<file path="src/rtl/spi_master_exe_ctrl.sv">
// SPI master for the 4-bit execution-unit slave.
// Sends one command frame MSB first (CPOL=0) and captures the slave's reply in
// the same frame. Extra SCLK pulses follow with CS released so the slave can
// compute and load its next response.
//
// state   | meaning
// --------+-----------------------------------------------------------
// S_IDLE  | no frame; o_cs=CS_IDLE; a start request is accepted here
// S_LEAD  | CS asserted, SCLK low for one half period (CS setup)
// S_SHIFT | BITS SCLK periods; sample MISO on rise, advance MOSI on fall
// S_TRAIL | SCLK low for one half period, then release CS
// S_FLUSH | TAIL_CLKS SCLK periods with CS released, MISO ignored
module spi_master_exe_ctrl #(
  parameter int unsigned BITS      = 20,
  parameter int unsigned CLK_DIV   = 2,
  parameter logic [2:0]  CS_ADDR   = 3'd3,
  parameter logic [2:0]  CS_IDLE   = 3'd0,
  parameter int unsigned TAIL_CLKS = 2
) (
  input  logic            i_clk_p,
  input  logic            i_rst_n,
  input  logic            i_start,
  input  logic [BITS-1:0] i_tx_data,
  output logic            o_busy,
  output logic            o_done,
  output logic [BITS-1:0] o_rx_data,
  output logic            o_sclk,
  output logic            o_mosi,
  input  logic            i_miso,
  output logic [2:0]      o_cs
);

  localparam int DIV_W = (CLK_DIV > 1) ? $clog2(CLK_DIV) : 1;
  localparam int CNT_W = $clog2(BITS + TAIL_CLKS) + 1;

  localparam logic [DIV_W-1:0] DIV_LAST  = DIV_W'(CLK_DIV - 1);
  localparam logic [CNT_W-1:0] BIT_LAST  = CNT_W'(BITS - 1);
  // Unused when TAIL_CLKS is 0 because FLUSH is never entered.
  localparam logic [CNT_W-1:0] TAIL_LAST = CNT_W'((TAIL_CLKS > 0) ? TAIL_CLKS - 1 : 0);

  typedef enum logic [2:0] {
    S_IDLE,
    S_LEAD,
    S_SHIFT,
    S_TRAIL,
    S_FLUSH
  } state_t;

  state_t           state;
  logic [DIV_W-1:0] div_cnt;
  logic [CNT_W-1:0] bit_cnt;
  // MSB goes out directly at start, so only the remaining BITS-1 bits are held.
  logic [BITS-2:0]  tx_sh;
  logic [BITS-1:0]  rx_sh;
  logic             tick;

  // Half-period boundary: every SCLK edge and every phase change happens here.
  assign tick = (div_cnt == DIV_LAST);

  // Frame sequencer with all outputs registered.
  always_ff @(posedge i_clk_p or negedge i_rst_n) begin
    if (!i_rst_n) begin
      state     <= S_IDLE;
      div_cnt   <= '0;
      bit_cnt   <= '0;
      tx_sh     <= '0;
      rx_sh     <= '0;
      o_busy    <= 1'b0;
      o_done    <= 1'b0;
      o_rx_data <= '0;
      o_sclk    <= 1'b0;
      o_mosi    <= 1'b0;
      o_cs      <= CS_IDLE;
    end else begin
      o_done <= 1'b0;
      if (state != S_IDLE) begin
        div_cnt <= tick ? '0 : div_cnt + 1'b1;
      end
      case (state)
        S_IDLE: begin
          if (i_start) begin
            tx_sh   <= i_tx_data[BITS-2:0];
            rx_sh   <= '0;
            o_mosi  <= i_tx_data[BITS-1];
            o_cs    <= CS_ADDR;
            o_busy  <= 1'b1;
            div_cnt <= '0;
            bit_cnt <= '0;
            state   <= S_LEAD;
          end
        end
        S_LEAD: begin
          if (tick) begin
            o_sclk <= 1'b1;
            rx_sh  <= {rx_sh[BITS-2:0], i_miso};
            state  <= S_SHIFT;
          end
        end
        S_SHIFT: begin
          if (tick) begin
            if (o_sclk) begin
              o_sclk <= 1'b0;
              if (bit_cnt != BIT_LAST) begin
                o_mosi <= tx_sh[BITS-2];
                tx_sh  <= tx_sh << 1;
              end
            end else if (bit_cnt == BIT_LAST) begin
              // Last low half has elapsed; MOSI keeps bit 0 into TRAIL.
              state <= S_TRAIL;
            end else begin
              o_sclk  <= 1'b1;
              rx_sh   <= {rx_sh[BITS-2:0], i_miso};
              bit_cnt <= bit_cnt + 1'b1;
            end
          end
        end
        S_TRAIL: begin
          if (tick) begin
            o_cs    <= CS_IDLE;
            o_mosi  <= 1'b0;
            bit_cnt <= '0;
            if (TAIL_CLKS == 0) begin
              o_rx_data <= rx_sh;
              o_done    <= 1'b1;
              o_busy    <= 1'b0;
              state     <= S_IDLE;
            end else begin
              state <= S_FLUSH;
            end
          end
        end
        S_FLUSH: begin
          // Each tail pulse is a low half then a high half, so SCLK ends low.
          if (tick) begin
            if (!o_sclk) begin
              o_sclk <= 1'b1;
            end else begin
              o_sclk <= 1'b0;
              if (bit_cnt == TAIL_LAST) begin
                o_rx_data <= rx_sh;
                o_done    <= 1'b1;
                o_busy    <= 1'b0;
                state     <= S_IDLE;
              end else begin
                bit_cnt <= bit_cnt + 1'b1;
              end
            end
          end
        end
        default: state <= S_IDLE;
      endcase
    end
  end

endmodule
</file>
<file path="config.mk">
export PLATFORM = sky130hd
export DESIGN_NAME = spi_master_exe_ctrl
export DESIGN_NICKNAME = d
export VERILOG_FILES = /design/src/rtl/spi_master_exe_ctrl.sv
export SDC_FILE = /design/constraint.sdc
export NUM_CORES = 1
export LEC_CHECK = 0
export CORE_MARGIN = 5
export CORE_UTILIZATION = 58
export DETAILED_ROUTE_END_ITERATION = 8
export PLACE_DENSITY = 0.9
export SYNTH_ARGS = -nofsm -noshare
export SYNTH_HDL_FRONTEND = slang
export SYNTH_SLANG_ARGS = --single-unit
</file>
<file path="constraint.sdc">
create_clock -name i_clk_p -period 6.1 [get_ports i_clk_p]
set_clock_uncertainty 0.1 [all_clocks]
set_input_delay 0.915 -clock i_clk_p [delete_from_list [all_inputs] [get_ports i_clk_p]]
set_output_delay 0.915 -clock i_clk_p [all_outputs]
set_load 0.05 [all_outputs]
</file>
==> qor.log, run 1 <==
qor: setup_path.crit_type input port to flop
qor: min_path.worst_hold_start tx_sh[8]
qor: place.place_congestion 0.864
qor: setup_path.critical-path-slowest-cell sky130_fd_sc_hd__o21ai_2
qor: cts.clock_tree.root_cell sky130_fd_sc_hd__clkbuf_8
qor: sta.max_frequency 360 MHz
qor: cts.clkSlewWorstSetupHoldPaths 0.07 ns
qor: sta.final_min_period_over_clock_period 0.455
qor: yosys.synthesis.area 3410 um^2
qor: cells_and_area.final_nets 395
qor: drt.count_of_vias_placed_by_the_detailed_router 2550
qor: drt.route.detailed.drc 0
qor: yosys.syn-mean-instance-area 10.3 um^2
qor: power_and_ir_drop.worst_ir_drop_vdd 0.173 mV
qor: setup_path.crit-reg2reg-launch state[1]
qor: sta.unrepaired_setup_endpoints_after_global_routing false
qor: cts.tritoncts_clock_tree done
qor: drt.drtPass1Iterations 4
qor: setup_path.critical_path.top_delay_family compound AO/OA/AOI/OAI gates
qor: floorplanning.coreArea 5820 um^2
qor: cells_and_area.layout.cell_area.non_filler 4060 um^2
qor: setup_path.cell_chain_critical_path clkdlybuf4s50_1, nor2b_1, o21ai_2, o21ai_0
qor: min_path.hold_end tx_sh[8]
qor: min_path.whs_path_depth 2
qor: setup_path.worstSetupStartpoint i_start
qor: cts.clock_sink_count 74
qor: drt.routed_wirelength 6890 um
qor: setup_path.cp.required 6.16 ns
qor: place.buffer_ports.inserted 49
qor: grt.grt_start_max_net_pins 75
qor: cells_and_area.area_delta_synth_final 18.8%
qor: grt.grt_antenna_before_repair 0
qor: setup_path.worstSetupStartpointType input port
qor: floorplanning.fp.dieW 86.7 um
qor: sta.worst_slew_pin_slew 1.25 ns
qor: power_and_ir_drop.power 859 uW
qor: setup_path.worstPathBufferInverterCount 1
qor: yosys.synth_cells 331
qor: floorplanning.start_util 0.587
qor: place.post_placement_cell_area 3890 um^2
qor: cts.post_cts_hold_buffer_count 0
qor: setup_path.r2r_end bit_cnt[2]
qor: setup_path.r2r_setup_slack 3.33 ns
qor: grt.overall_overflow_remaining_after_global_route 0
qor: sta.finalMaxSlewViolations 0
qor: sta.fin_crit 2.78 ns
qor: run_status.status complete, no violations
qor: drt.avgViaCountPerCell 5.69
qor: yosys.ys.warnings.count 0
qor: sta.finalSetupTns 0 ns
qor: setup_path.cp_slowest_stage_delay 0.96 ns
qor: drt.detailedRoute.firstIterationViolations 158
qor: drt.detail-route-antenna-nets 0
qor: sta.hold_viol_final 0
qor: power_and_ir_drop.p_leak 0.00197 uW
qor: cts.worst_skew_pair.late_latency 0.34 ns
qor: setup_path.arrival_time_at_the_worst_endpoint 2.83 ns
qor: floorplanning.placementRows 28
qor: power_and_ir_drop.powerDensity 212 nW/um^2
qor: cts.cts.htree.levels 3
qor: setup_path.critPathMaxFanout 38
qor: grt.first_pass_grt_wire_length 11800 um
qor: floorplanning.io_pins 51
qor: setup_path.timing.critical_path.to_type flop
qor: cts.cts-resized-gates 0
qor: cells_and_area.diodes 0
qor: sta.timing.max_slew.rel_slack 0.164
qor: grt.groute.usage.overall 0.199
qor: place.post_dp_hpwl 4570 um
qor: yosys.yosysSeqAreaShare 0.543
qor: drt.routed_wire_length_per_instance 15.4 um
qor: yosys.synth_cell_type_count 43
qor: cts.postCtsSetupBuffers 0
qor: grt.first_global_vias 2528
qor: cts.max_buffers_root_to_sink 2
qor: min_path.min-delay-path-class flop to flop
qor: cells_and_area.fillers 438
qor: floorplanning.die_height 86.7 um
qor: cells_and_area.share_of_final_layout_standard_cells_stronger_than_drive_strength_1 0.126
qor: floorplanning.die_area 7520 um^2
qor: job.cap_viol_max_count 0
qor: sta.setup_viol 0
qor: yosys.postSynthRegisterBits 74
qor: yosys.synthesis.nets 357
qor: setup_path.r2r_depth 4
qor: cts.cts_made_buffers 9
-- layout by cell type (no fill, tap or decap), drive strengths merged --
cell type and count:
a31o 1, a21oi 7, conb 1, or3 1, xnor2 2, a31oi 1
clkinv 4, o211ai 2, a2bb2oi 1, or2 2, nor3b 2, dfrtp 74
nor2 14, nand3b 1, ha 2, a21o 2, nor3 2, and3 1
nor4 1, nor2b 6, or3b 3, clkdlybuf4s50 48, inv 3, mux2i 18
buf 2, o22ai 1, a221o 1, nand2 70, o41ai 4, mux2 20
nand3 5, o21ai 48, clkbuf 10, o31ai 7, nand2b 4, clkinvlp 1
nand4 1
-- kinds of logic after synthesis --
| kind of cell | Yosys count | synth area share |
|---|---|---|
| xor gates and xnor gates | 2 | 0.00513 |
| other | 1 | 0.00110 |
| and+or+nand+nor | 113 | 0.148 |
| DFF | 74 | 0.543 |
| buffers and inverters | 26 | 0.0403 |
| muxes | 38 | 0.119 |
| AOI/OAI and AO/OA | 75 | 0.136 |
| adders and majority gates | 2 | 0.00733 |
-- final cells by class --
| type | count | area, um^2 | area share |
|---|---|---|---|
| Clock buffer | 10 | 138 | 0.0339 |
| Inverter | 3 | 11.3 | 0.00278 |
| Multi-Input combinational cell | 231 | 1440 | 0.354 |
| Clock inverter | 5 | 31.3 | 0.00771 |
| Timing Repair Buffer | 50 | 493 | 0.122 |
| Tap cell | 75 | 93.8 | 0.0231 |
| Sequential cell | 74 | 1850 | 0.457 |
-- worst register-to-register path, stage by stage (launching register included) --
cell                      delay [ns]
sky130_fd_sc_hd__dfrtp_1        0.63
sky130_fd_sc_hd__nor3b_4        1.04
sky130_fd_sc_hd__nor2_2         0.25
sky130_fd_sc_hd__or3b_2         0.51
sky130_fd_sc_hd__o21ai_0        0.16
-- state kept, by name (all words and copies together) (netlist names) --
name and cells:
tx_sh 19, bit_cnt 6, o_cs 1, o_sclk 1
o_done 1, o_busy 1, div_cnt 1, rx_sh 20
o_mosi 1, state 3, o_rx_data 20
-- per-stage QoR --
step | std cells | setup slack [ns] | utilization | hold slack [ns]
final | 448 | 3.32 | 0.697 | 0.385
after global routing | 448 | 3.07 | 0.697 | 0.424
after CTS | 448 | 3.33 | 0.697 | 0.391
after detailed placement | 433 | 2.99 | 0.668 | 0.374
after global placement | 433 | 3.14 | 0.668 | 0.363
after floorplan | 331 | 3.89 | - | 0.350
-- where the power goes --
part | internal [uW] | total (uW) | switching (uW)
clock network | 155 | 328 | 173
logic | 15.9 | 32.6 | 16.7
registers | 495 | 498 | 3.52
total | 666 | 859 | 193
-- synthesized netlist by cell type (all sizes together) --
cell | count | share of area
a21o | 2 | 0.0044
o211ai | 2 | 0.0044
or3 | 1 | 0.0018
a31oi | 1 | 0.0018
ha | 2 | 0.0073
dfrtp | 74 | 0.54
o21ai | 48 | 0.070
nor4 | 1 | 0.0018
nand2b | 4 | 0.0073
inv | 3 | 0.0033
a21oi | 7 | 0.010
conb | 1 | 0.0011
a31o | 1 | 0.0026
o41ai | 4 | 0.018
o31ai | 7 | 0.015
o22ai | 1 | 0.0037
nor3b | 2 | 0.0059
clkbuf | 6 | 0.0066
nand3b | 1 | 0.0022
nor3 | 2 | 0.0029
and3 | 1 | 0.0018
xnor2 | 2 | 0.0051
a2bb2oi | 1 | 0.0026
nor2 | 14 | 0.016
nor2b | 6 | 0.011
or3b | 3 | 0.0077
mux2 | 20 | 0.066
buf | 17 | 0.030
nand4 | 1 | 0.0018
or2 | 2 | 0.0037
a221o | 1 | 0.0029
nand2 | 70 | 0.077
nand3 | 5 | 0.0073
mux2i | 18 | 0.053
-- how the worst max path moves through the flow --
stage | slack (ns) | end | depth (start not counted)
finish | 3.32 | tx_sh[0] | 4
global route | 3.07 | tx_sh[10] | 4
CTS | 3.33 | o_sclk | 1
detailed placement | 2.99 | tx_sh[0] | 4
global placement | 3.14 | rx_sh[17] | 4
floorplan | 3.89 | rx_sh[0] | 7
-- metal layers --
layer  part of all wire  wire length [um]  global-route usage
met5                  0                 0                   0
met4              0.014                98              0.0652
met3              0.047               322              0.0532
met2               0.49              3370               0.310
met1               0.45              3100               0.272
No activity file was read; power rests on OpenSTA's default activity.
==> inputs of run 2 (changes only) <==
--- a/config.mk
+++ b/config.mk
@@ -6,9 +6,9 @@
 export NUM_CORES = 1
 export LEC_CHECK = 0
 export CORE_MARGIN = 5
-export CORE_UTILIZATION = 58
+export CORE_UTILIZATION = 54
 export DETAILED_ROUTE_END_ITERATION = 8
-export PLACE_DENSITY = 0.9
+export PLACE_DENSITY = 0.85
 export SYNTH_ARGS = -nofsm -noshare
 export SYNTH_HDL_FRONTEND = slang
 export SYNTH_SLANG_ARGS = --single-unit
==> constraint.sdc (replaced) <==
create_clock -name i_clk_p -period 2.8 [get_ports i_clk_p]
set_clock_uncertainty 0.1 [all_clocks]
set_input_delay 0.42 -clock i_clk_p [delete_from_list [all_inputs] [get_ports i_clk_p]]
set_output_delay 0.42 -clock i_clk_p [all_outputs]
set_load 0.05 [all_outputs]
==> run 2 against run 1 <==
Compared with the run above: sequential power rose by 120%; register-to-register slack got worse by 2.8 ns; core utilization decreased by 3.0 points; final cell count is 2.2% higher; routed wire length fell by 2.3%; non-clock buffer count increased by 7; power grew 140%; critical path depth shrank 3; sequential cell count stayed put; final area is 2.7% higher; first-iteration DRC count increased by 35%; die area increased by 6.5%; largest power group unchanged.
==> qor.log, run 2 (same netlist as run 1, synthesis figures left out) <==
qor: sta.timing.max_slew.rel_slack 0.569
qor: sta.worst_slew_pin_slew 0.647 ns
qor: floorplanning.start_util 0.547
qor: power_and_ir_drop.p_leak 0.00202 uW
qor: setup_path.critical_path.top_delay_family buffers and inverters
qor: floorplanning.io_pins 51
qor: cts.worst_skew_pair.late_latency 0.35 ns
qor: min_path.min-delay-path-class flop to flop
qor: cts.max_buffers_root_to_sink 2
qor: drt.detail-route-antenna-nets 0
qor: drt.routed_wirelength 6730 um
qor: cells_and_area.area_delta_synth_final 22.0%
qor: setup_path.critPathMaxFanout 11
qor: cells_and_area.share_of_final_layout_standard_cells_stronger_than_drive_strength_1 0.142
qor: sta.finalMaxSlewViolations 0
qor: drt.count_of_vias_placed_by_the_detailed_router 2504
qor: cells_and_area.commonest_cells_after_routing_fill_and_taps_aside 74 x sky130_fd_sc_hd__dfrtp_1, 70 x sky130_fd_sc_hd__nand2_1, 48 x sky130_fd_sc_hd__clkdlybuf4s50_1
qor: drt.route.detailed.drc 0
qor: sta.setup_viol 0
qor: cts.clkSlewWorstSetupHoldPaths 0.08 ns
qor: cells_and_area.mostFrequentLayoutCell sky130_fd_sc_hd__dfrtp_1
qor: grt.groute.usage.overall 0.185
qor: setup_path.worstSetupStartpointType flop
qor: setup_path.cp_slowest_stage_delay 0.87 ns
qor: grt.overall_overflow_remaining_after_global_route 0
qor: run_status.status complete, no violations
qor: drt.routed_met3_length 496 um
qor: setup_path.critical-path-slowest-cell sky130_fd_sc_hd__clkdlybuf4s50_1
qor: sta.hold_viol_final 0
qor: place.buffer_ports.inserted 49
qor: job.cap_viol_max_count 0
qor: drt.routed_wire_length_per_instance 14.7 um
qor: floorplanning.placementRows 29
qor: place.post_dp_hpwl 4470 um
qor: power_and_ir_drop.clk_pwr_share 0.427
qor: grt.grt_antenna_before_repair 0
qor: power_and_ir_drop.combinationalPowerShare 0.036
qor: cts.clock_tree.root_cell sky130_fd_sc_hd__clkbuf_8
qor: setup_path.arrival_time_at_the_worst_endpoint 1.75 ns
qor: sta.max_frequency 441 MHz
qor: power_and_ir_drop.worst_ir_drop_vdd 0.373 mV
qor: drt.avgViaCountPerCell 5.47
qor: drt.drt-met1-wl 3110 um
qor: setup_path.crit_type flop to output pin
qor: cells_and_area.reg.largest.list o_rx_data (20), rx_sh (20), tx_sh (19)
qor: cts.cts.htree.levels 3
qor: setup_path.cp.required 2.28 ns
qor: power_and_ir_drop.internal_cell_power 1540 uW
qor: floorplanning.die_area 8010 um^2
qor: cts.clock_sink_count 74
qor: floorplanning.coreArea 6240 um^2
qor: cells_and_area.diodes 0
qor: sta.unrepaired_setup_endpoints_after_global_routing false
qor: setup_path.timing.critical_path.to_type output pin
qor: sta.final_min_period_over_clock_period 0.810
qor: place.place_congestion 0.940
qor: drt.drtPass1Iterations 4
qor: sta.finalSetupTns 0 ns
qor: power_and_ir_drop.switching_power 479 uW
qor: power_and_ir_drop.powerDensity 485 nW/um^2
qor: power_and_ir_drop.seq_power_share 0.537
qor: cells_and_area.final_nets 402
qor: sta.worst_hold_slack 0.387 ns
qor: grt.grt_start_max_net_pins 47
qor: grt.first_global_vias 2331
qor: setup_path.worstPathBufferInverterCount 1
qor: cts.cts_made_buffers 9
qor: drt.routed.top_layer met4
qor: floorplanning.die_height 89.5 um
qor: drt.detailedRoute.firstIterationViolations 213
qor: power_and_ir_drop.switching_share 0.237
qor: setup_path.cell_chain_critical_path clkdlybuf4s50_1
qor: cts.tritoncts_clock_tree done
qor: sta.fin_crit 2.27 ns
qor: cts.cts-resized-gates 0
qor: grt.first_pass_grt_wire_length 11400 um
qor: floorplanning.fp.dieW 89.5 um
qor: drt.wl_met2 3040 um
[run 2: repair_timing]
item                      in CTS  in global routing
hold endpoints to repair       4                  0
hold buffers                   1                  0
setup buffers                  0                  0
[run 2: final timing paths]
kind | from | endpoint | slack, ns | cells after the start
worst max-delay path | o_sclk | o_sclk | 0.53 | 1
worst min-delay path | tx_sh[4] | tx_sh[4] | 0.39 | 2
worst max register to register | state[0] | rx_sh[9] | 0.55 | 6
worst min register to register | tx_sh[4] | tx_sh[4] | 0.39 | 2
max in group asynchronous | i_rst_n | bit_cnt[0] | 1.41 | 3
min in group asynchronous | i_rst_n | tx_sh[17] | 0.52 | 2
[run 2: metal layers]
metal  vias up  global-route usage
met4         0              0.0677
met2        81               0.265
met5         -                   0
met3        10              0.0562
met1      1184               0.266
li1       1229                   -
[run 2: power groups by stage]
stage               combinational (uW)  clock [uW]  sequential [uW]
finish                            73.1         863             1080
global route                      83.5         944             1090
CTS                               75.4         883             1080
detailed placement                73.6           0             1110
global placement                  72.6           0             1110
floorplan                         16.1           0             1100
[run 2: metrics by stage]
stage / area [um^2] / std cells / worst slack [ns] / power (uW) / util
after floorplan: 3410 / 331 / 0.593 / 1120 / -
after global placement: 3950 / 441 / 0.655 / 1180 / 0.632
after detailed placement: 3950 / 441 / 0.593 / 1180 / 0.632
after CTS: 4160 / 458 / 0.531 / 2040 / 0.667
after global routing: 4160 / 458 / 0.371 / 2110 / 0.667
final: 4160 / 458 / 0.531 / 2020 / 0.667
[run 2: cell type report]
| type | instances | area, um^2 |
|---|---|---|
| Timing Repair Buffer | 57 | 561 |
| Tap cell | 77 | 96.3 |
| Clock inverter | 7 | 83.8 |
| Clock buffer | 9 | 124 |
| Fill cell | 495 | 2080 |
| Inverter | 3 | 11.3 |
| Multi-Input combinational cell | 231 | 1440 |
| Sequential cell | 74 | 1850 |
